<file path="src/rtl/position_mask_decoder.sv">
// Rebuilds a DATA_LEN-bit mask from a stream of bit positions; the finished
// mask, its popcount and sticky duplicate/range flags leave on a valid/ready port.
module position_mask_decoder #(
  parameter int DATA_LEN  = 8,
  parameter int DEPTH_LEN = $clog2(DATA_LEN),
  parameter int CNT_LEN   = $clog2(DATA_LEN + 1)
) (
  input  logic                 clk,
  input  logic                 rst_n,
  input  logic                 pos_valid,
  output logic                 pos_ready,
  input  logic [DEPTH_LEN-1:0] pos,
  input  logic                 pos_last,
  output logic                 mask_valid,
  input  logic                 mask_ready,
  output logic [DATA_LEN-1:0]  mask,
  output logic [CNT_LEN-1:0]   mask_count,
  output logic                 dup_err,
  output logic                 range_err
);

  typedef enum logic {ACCUM, HOLD} state_t;

  localparam logic [DEPTH_LEN:0] LP_LEN = (DEPTH_LEN + 1)'(DATA_LEN);

  state_t               r_state, w_state_nxt;
  logic [DATA_LEN-1:0]  r_acc;
  logic [CNT_LEN-1:0]   r_cnt;
  logic                 r_dup, r_rng;
  logic [DATA_LEN-1:0]  r_mask;
  logic [CNT_LEN-1:0]   r_mask_cnt;
  logic                 r_mask_dup, r_mask_rng;

  logic                 w_accept, w_in_range, w_hit;
  logic [DATA_LEN-1:0]  w_onehot, w_acc_nxt;
  logic [CNT_LEN-1:0]   w_cnt_nxt;
  logic                 w_dup_nxt, w_rng_nxt;

  assign pos_ready  = (r_state == ACCUM);
  assign mask_valid = (r_state == HOLD);
  assign mask       = r_mask;
  assign mask_count = r_mask_cnt;
  assign dup_err    = r_mask_dup;
  assign range_err  = r_mask_rng;

  // Decoding is gated by acceptance so an idle or X position never reaches state.
  always_comb begin
    w_accept   = pos_valid & pos_ready;
    w_in_range = ({1'b0, pos} < LP_LEN);
    w_onehot   = '0;
    if (w_accept && w_in_range)
      w_onehot = DATA_LEN'(1) << pos;
    w_hit      = |(r_acc & w_onehot);
    w_acc_nxt  = r_acc | w_onehot;
    w_cnt_nxt  = r_cnt;
    if (|w_onehot && !w_hit)
      w_cnt_nxt = r_cnt + CNT_LEN'(1);
    w_dup_nxt  = r_dup | w_hit;
    w_rng_nxt  = r_rng | (w_accept & ~w_in_range);
  end

  always_comb begin
    w_state_nxt = r_state;
    case (r_state)
      ACCUM: if (w_accept && pos_last) w_state_nxt = HOLD;
      HOLD:  if (mask_ready)           w_state_nxt = ACCUM;
      default: w_state_nxt = ACCUM;
    endcase
  end

  always_ff @(posedge clk) begin
    if (!rst_n) r_state <= ACCUM;
    else        r_state <= w_state_nxt;
  end

  // Accumulator clears on the same edge that hands the finished word to the outputs.
  always_ff @(posedge clk) begin
    if (!rst_n) begin
      r_acc      <= '0;
      r_cnt      <= '0;
      r_dup      <= 1'b0;
      r_rng      <= 1'b0;
      r_mask     <= '0;
      r_mask_cnt <= '0;
      r_mask_dup <= 1'b0;
      r_mask_rng <= 1'b0;
    end else if (w_accept) begin
      if (pos_last) begin
        r_mask     <= w_acc_nxt;
        r_mask_cnt <= w_cnt_nxt;
        r_mask_dup <= w_dup_nxt;
        r_mask_rng <= w_rng_nxt;
        r_acc      <= '0;
        r_cnt      <= '0;
        r_dup      <= 1'b0;
        r_rng      <= 1'b0;
      end else begin
        r_acc      <= w_acc_nxt;
        r_cnt      <= w_cnt_nxt;
        r_dup      <= w_dup_nxt;
        r_rng      <= w_rng_nxt;
      end
    end
  end

endmodule

</file>
<file path="config.mk">
export PLATFORM = sky130hd
export DESIGN_NAME = position_mask_decoder
export DESIGN_NICKNAME = d
export VERILOG_FILES = /design/src/rtl/position_mask_decoder.sv
export SDC_FILE = /design/constraint.sdc
export NUM_CORES = 1
export LEC_CHECK = 0
export BUFFER_PORTS_ARGS = -buffer_cell sky130_fd_sc_hd__buf_2
export CAP_MARGIN = 20
export CELL_PAD_IN_SITES_DETAIL_PLACEMENT = 1
export CELL_PAD_IN_SITES_GLOBAL_PLACEMENT = 1
export CORE_MARGIN = 4
export CORE_UTILIZATION = 39
export DETAILED_ROUTE_END_ITERATION = 8
export PLACE_DENSITY_LB_ADDON = 0.3
export SLEW_MARGIN = 30
export SYNTH_ARGS = -nofsm -noshare
export SYNTH_HDL_FRONTEND = slang
export SYNTH_SLANG_ARGS = --single-unit
export TNS_END_PERCENT = 20
</file>
<file path="constraint.sdc">
create_clock -name clk -period 2.3 [get_ports clk]
set_clock_uncertainty 0.05 [all_clocks]
set_input_delay 0.23 -clock clk [delete_from_list [all_inputs] [get_ports clk]]
set_output_delay 0.23 -clock clk [all_outputs]
set_load 0.01 [all_outputs]
</file>
Yosys cells after proc, flatten, opt, wreduce, memory -nomap -nowiden
Index checks and enable logic that the tools add are counted.
Widths: inputs -> output; s select.
{"block": "op_classes", "n_shift": 1, "n_addsub": 1, "mux": 8, "n_bitwise": 5, "reduce_logical": 6}
{"op": "$mux 8", "n": 2}
{"op": "$reduce_or 8->1", "n": 2}
{"op": "$and 8x8->8", "n": 1}
{"op": "$mux 4", "n": 2}
{"op": "$or 8x8->8", "n": 1}
{"op": "$shl 1x3->8 const A", "n": 1}
{"op": "$add 4x1->4 const B", "n": 1}
{"op": "$mux 1", "n": 3}
{"op": "$logic_and 1x1->1", "n": 2}
{"op": "$pmux 1 s2", "n": 1}
{"op": "$reduce_and 2->1", "n": 1}
{"op": "$and 1x1->1", "n": 1}
{"op": "$logic_not 1->1", "n": 1}
{"op": "$not 1->1", "n": 1}
{"op": "$or 1x1->1", "n": 1}
{"block": "word_totals", "reg_bits": 27, "wordCells": 28, "in_bits": 8, "output_inout_bits": 16}

Longest topological paths before layout
{"block": "logic_depth", "depth_word": 9, "ltp_mapped": 6, "depth_no_buf": 4}

Worst setup path after synthesis
No wires, ideal clock.
{"block": "synth_timing", "kind": "flip-flop to flip-flop", "start": "register r_acc[2]", "end": "register r_cnt[2]", "path_buffers": 0, "setup_time_ns": 0.074, "required_ns": 2.176, "path_stages_with_launch": 5, "synth_period_minus_slack_ns": 1.804, "arrival_ns": 1.680, "setup_slack_ns": 0.496, "cell_sequence": "dfxtp_1 mux4_1 mux2_4 or4_1 a31oi_1"}
{"block": "synth_between", "elab_chain_len": 6}
{"element": "from (decl)", "line_no": "27", "text": "logic [DATA_LEN-1:0] r_acc;"}
{"element": "from (signal assigned)", "line_no": "98", "text": "r_acc <= w_acc_nxt;"}
{"element": "$and 8x8->8", "line_no": "53", "text": "w_hit = |(r_acc & w_onehot);"}
{"element": "$reduce_or 8->1", "line_no": "53"}
{"element": "$logic_not 1->1", "line_no": "56", "text": "if (|w_onehot && !w_hit)"}
{"element": "$logic_and 1x1->1", "line_no": "56"}
{"element": "$mux 4", "line_no": "56"}
{"element": "$mux 4", "line_no": "88", "text": "if (pos_last) begin"}
{"element": "to (signal assigned)", "line_no": "99", "text": "r_cnt <= w_cnt_nxt;"}
{"element": "to (decl)", "line_no": "28", "text": "logic [CNT_LEN-1:0] r_cnt;"}
No other way between the ends.
A chain may end at the register's enable or synchronous reset.

Worst setup path in the final report
Same ends and word-level chain as after synthesis.

==> summary.md <==
| Metric | Value |
|---|---|
| Post-synth top area share | 0.478 |
| Ports | 24 |
| Post-DP HPWL | 2.04 mm |
| Worst EP required | 2530 ps |
| Cell count along the critical path | 4 |
| #FFs+latches synth | 27 |
| Layout net count | 159 |
| Leakage power | around 0.53 nW |
| Hold WC Path Type | input pin to flip-flop |
| Post-synthesis net count | 136 |
| Maximum VDD drop | 338 µV |
| Pwr Density | 611 mW/mm² |
| Vias in the first global route | 987 |
| Post-synth top flop | dfxtp_1 |
| Skew-Pair Late Insertion Delay | 340 ps |
| Power share of the combinational group | 0.111 |
| DR WL/cell | 15.1 µm |
| Slew Limit Fails | 0 |
| Filler instances | 330 |
| Drt pass-1 iters | 4 |
| Synth cell count leaders | 27 x dfxtp_1, 15 x nand2_1, 12 x nor2_1 |
| Initial antenna violation count | 0 |
| Longest Clk Path Bufs | 2 |
| Grt total ovfl | 0 |
| Hold Path End | mask_valid |
| Post-synthesis sequential area ratio | 0.478 |
| Syn Inst Count | 127 |
| Worst reg-to-reg setup slack | around 350 ps |
| Post-CTS setup buffers | 0 |
| DRC viols | 0 |
| Worst R2R Start | r_acc[2] |
| Chip Width | 61.9 µm |
| Multi-input logic area | about 550 µm² |
| Most frequent cell after synthesis | dfxtp_1 |
| Flop pwr share | 0.613 |
| Critical R2R Capture | r_cnt[2] |
| Final critical-path share of the clock period | 0.848 |
| Total GRT Usage | 0.165 |
| Htree depth | 1 |
| Crit path DAT | 2180 ps |
| Vias after detailed routing | 1018 |
| Core area | around 0.0028 mm² |
| Int Pwr | roughly 0.58 mW |
| Diode count | 0 |
| Drt initial violations | between 40 and 50 |
| Placer Congestion | approximately 0.89 |
| Initial core utilization | 0.410 |
| Post_cts resized | 0 |
| Crit end category | flip-flop |
| Reg area | between 500 and 600 µm² |
| Number of flops mapped to enable cells by yosys | 0 |
| Drt via density | 5.66 |
| Syn avg cell area | 8.91 µm² |
| Worst hold path startpoint | mask_ready |
| TritonCTS clock tree | built |
| CTS root buffer | clkbuf_4 |
| Status | finished clean |
| Setup TNS | 0 ps |
| Cell area after synthesis | 0.00113 mm² |
| I/O Buffers | 22 |
| Synth area leaders | dfxtp_1 48%, nand2_1 5.0%, mux4_1 4.6% |
| Hold-fix buffers at CTS | 0 |
| Unrepaired setup endpoints after global routing | false |
| Max Cap Viol | 0 |
| Hold Fails Final Rpt | 0 |
| Reg2Reg Depth | 4 |
| Clk pin slew, worst setup/hold paths | 150 ps |
| Largest net degree at the start of global routing | 17 |
| Clock power frac | 0.276 |
| Netlist cell types | 28 |
| Sw power | ~0.22 mW |
| Worst path top cell family by delay | multiplexers |
| WP buf/inv | 0 |
| Die height | approximately 60 µm |
| Die area | 0.00383 mm² |
| Hold Path Cell Cnt | 3 |
| Share of flip-flops with an asynchronous set or reset | 0 |
| CP max stage delay | 490 ps |
| Type of origin of the critical path | flip-flop |
| Final setup vio count | 0 |
| Kind of critical path | flip-flop to flip-flop |
| CP max-delay cell | or4_1 |
| Final antenna-violating net count | 0 |
| Sw Ratio | 0.272 |
| Area grow syn2layout | 15.2% |
| First-pass GRT wire length | around 4.6 mm |
| Post-Route WL | 2.72 mm |
| Final min period | 1950 ps |
| CTS Sinks | 27 |
| Worst-path fanout max | 16 |
| Ys Warns | 0 |
| Critical path cell sequence | mux4_1 -> mux2_4 -> or4_1 -> a31oi_1 |
| Dominant cell type by area after synthesis | dfxtp_1 |
| Total CTS buffers | 3 |
| Number of cell rows | 19 |
| Max Clk Rate | around 500 MHz |
| Fin Hold WS | 94.3 ps |
| Layout cell share with drive strength beyond 1 | 0.201 |
## worst register-to-register path, stage by stage (launching register included)
cell and delay [ps]:
dfxtp_1 340, mux4_1 480, mux2_4 370, or4_1 490, a31oi_1 160
## routing by layer
| metal | GRT usage | share of wire | wire length, µm | up-vias |
|---|---|---|---|---|
| met1 | 0.208 | 0.44 | 1210 | 493 |
| met3 | 0.0331 | 0.033 | 89 | 5 |
| met4 | 0.0727 | 0.021 | 57 | 0 |
| met2 | 0.271 | 0.50 | 1360 | 15 |
| met5 | 0 | 0 | 0 | - |
| li1 | - | - | - | 505 |
## sequential cells by signal (all words and copies together) (netlist names)
name        flops
r_dup           1
mask_valid      1
r_acc           8
mask_count      4
mask            8
r_cnt           4
dup_err         1
## power by group through the flow
stage	clock [mW]	sequential, mW	combinational [mW]
after floorplan	0	0.500	0.0511
after global placement	0	0.498	0.0858
after detailed placement	0	0.498	0.0891
after CTS	0.232	0.488	0.0896
after global routing	0.250	0.490	0.0992
final	0.220	0.488	0.0885
## worst max-delay path by stage
stage / slack (ps) / from / to
after floorplan: 500 / r_acc[2] / r_cnt[2]
after global placement: 250 / pos[1] / r_cnt[2]
after detailed placement: 220 / pos[0] / r_cnt[2]
after CTS: 340 / r_acc[5] / r_cnt[2]
after global routing: 270 / r_acc[2] / r_cnt[2]
final: 350 / r_acc[2] / r_cnt[2]
## cell type report
type	count	area share
Inverter	4	0.0115
Timing Repair Buffer	25	0.102
Clock buffer	3	0.0173
Clock inverter	1	0.00576
Tap cell	31	0.0298
Sequential cell	27	0.415
Multi-Input combinational cell	89	0.419
## through the flow
stage           util  total power, mW  instance area [µm²]  cells  worst slack, ps
6_report       0.472            0.796                 1300    180              350
3_3_place_gp   0.461            0.583                 1270    176              253
5_1_grt        0.472            0.839                 1300    180              268
2_1_floorplan      -            0.551                 1130    127              496
4_1_cts        0.472            0.810                 1300    180              338
3_5_place_dp   0.461            0.587                 1270    176              215
## cell usage in the layout, fill, tap and decap left out, drive strengths merged
master / netlist / layout
or4: 4 / 4
nor4: 1 / 1
o21ai: 10 / 10
buf: 1 / 25
nand2: 15 / 15
nor2: 12 / 12
nand2b: 2 / 2
o211ai: 4 / 4
a21oi: 7 / 7
mux4: 2 / 2
nor2b: 2 / 2
inv: 4 / 4
nand3b: 1 / 1
clkbuf: 6 / 3
and2b: 1 / 1
a31oi: 5 / 5
nand3: 8 / 8
dfxtp: 27 / 27
xor2: 1 / 1
mux2i: 1 / 1
nor3: 2 / 2
nand4b: 3 / 3
clkinvlp: 0 / 1
a32oi: 3 / 3
nor3b: 1 / 1
a41oi: 1 / 1
ha: 1 / 1
conb: 1 / 1
mux2: 1 / 1
## cell families after synthesis
group                    synth area share
AO/OA/AOI/OAI                       0.160
other                             0.00332
adder cells (fa/ha/maj)            0.0111
XOR/XNOR                          0.00774
AND/OR/NAND/NOR                     0.231
multiplexers                       0.0686
buffers and inverters              0.0398
flip-flops                          0.478
Note: power is estimated with default switching activity, not from simulation.
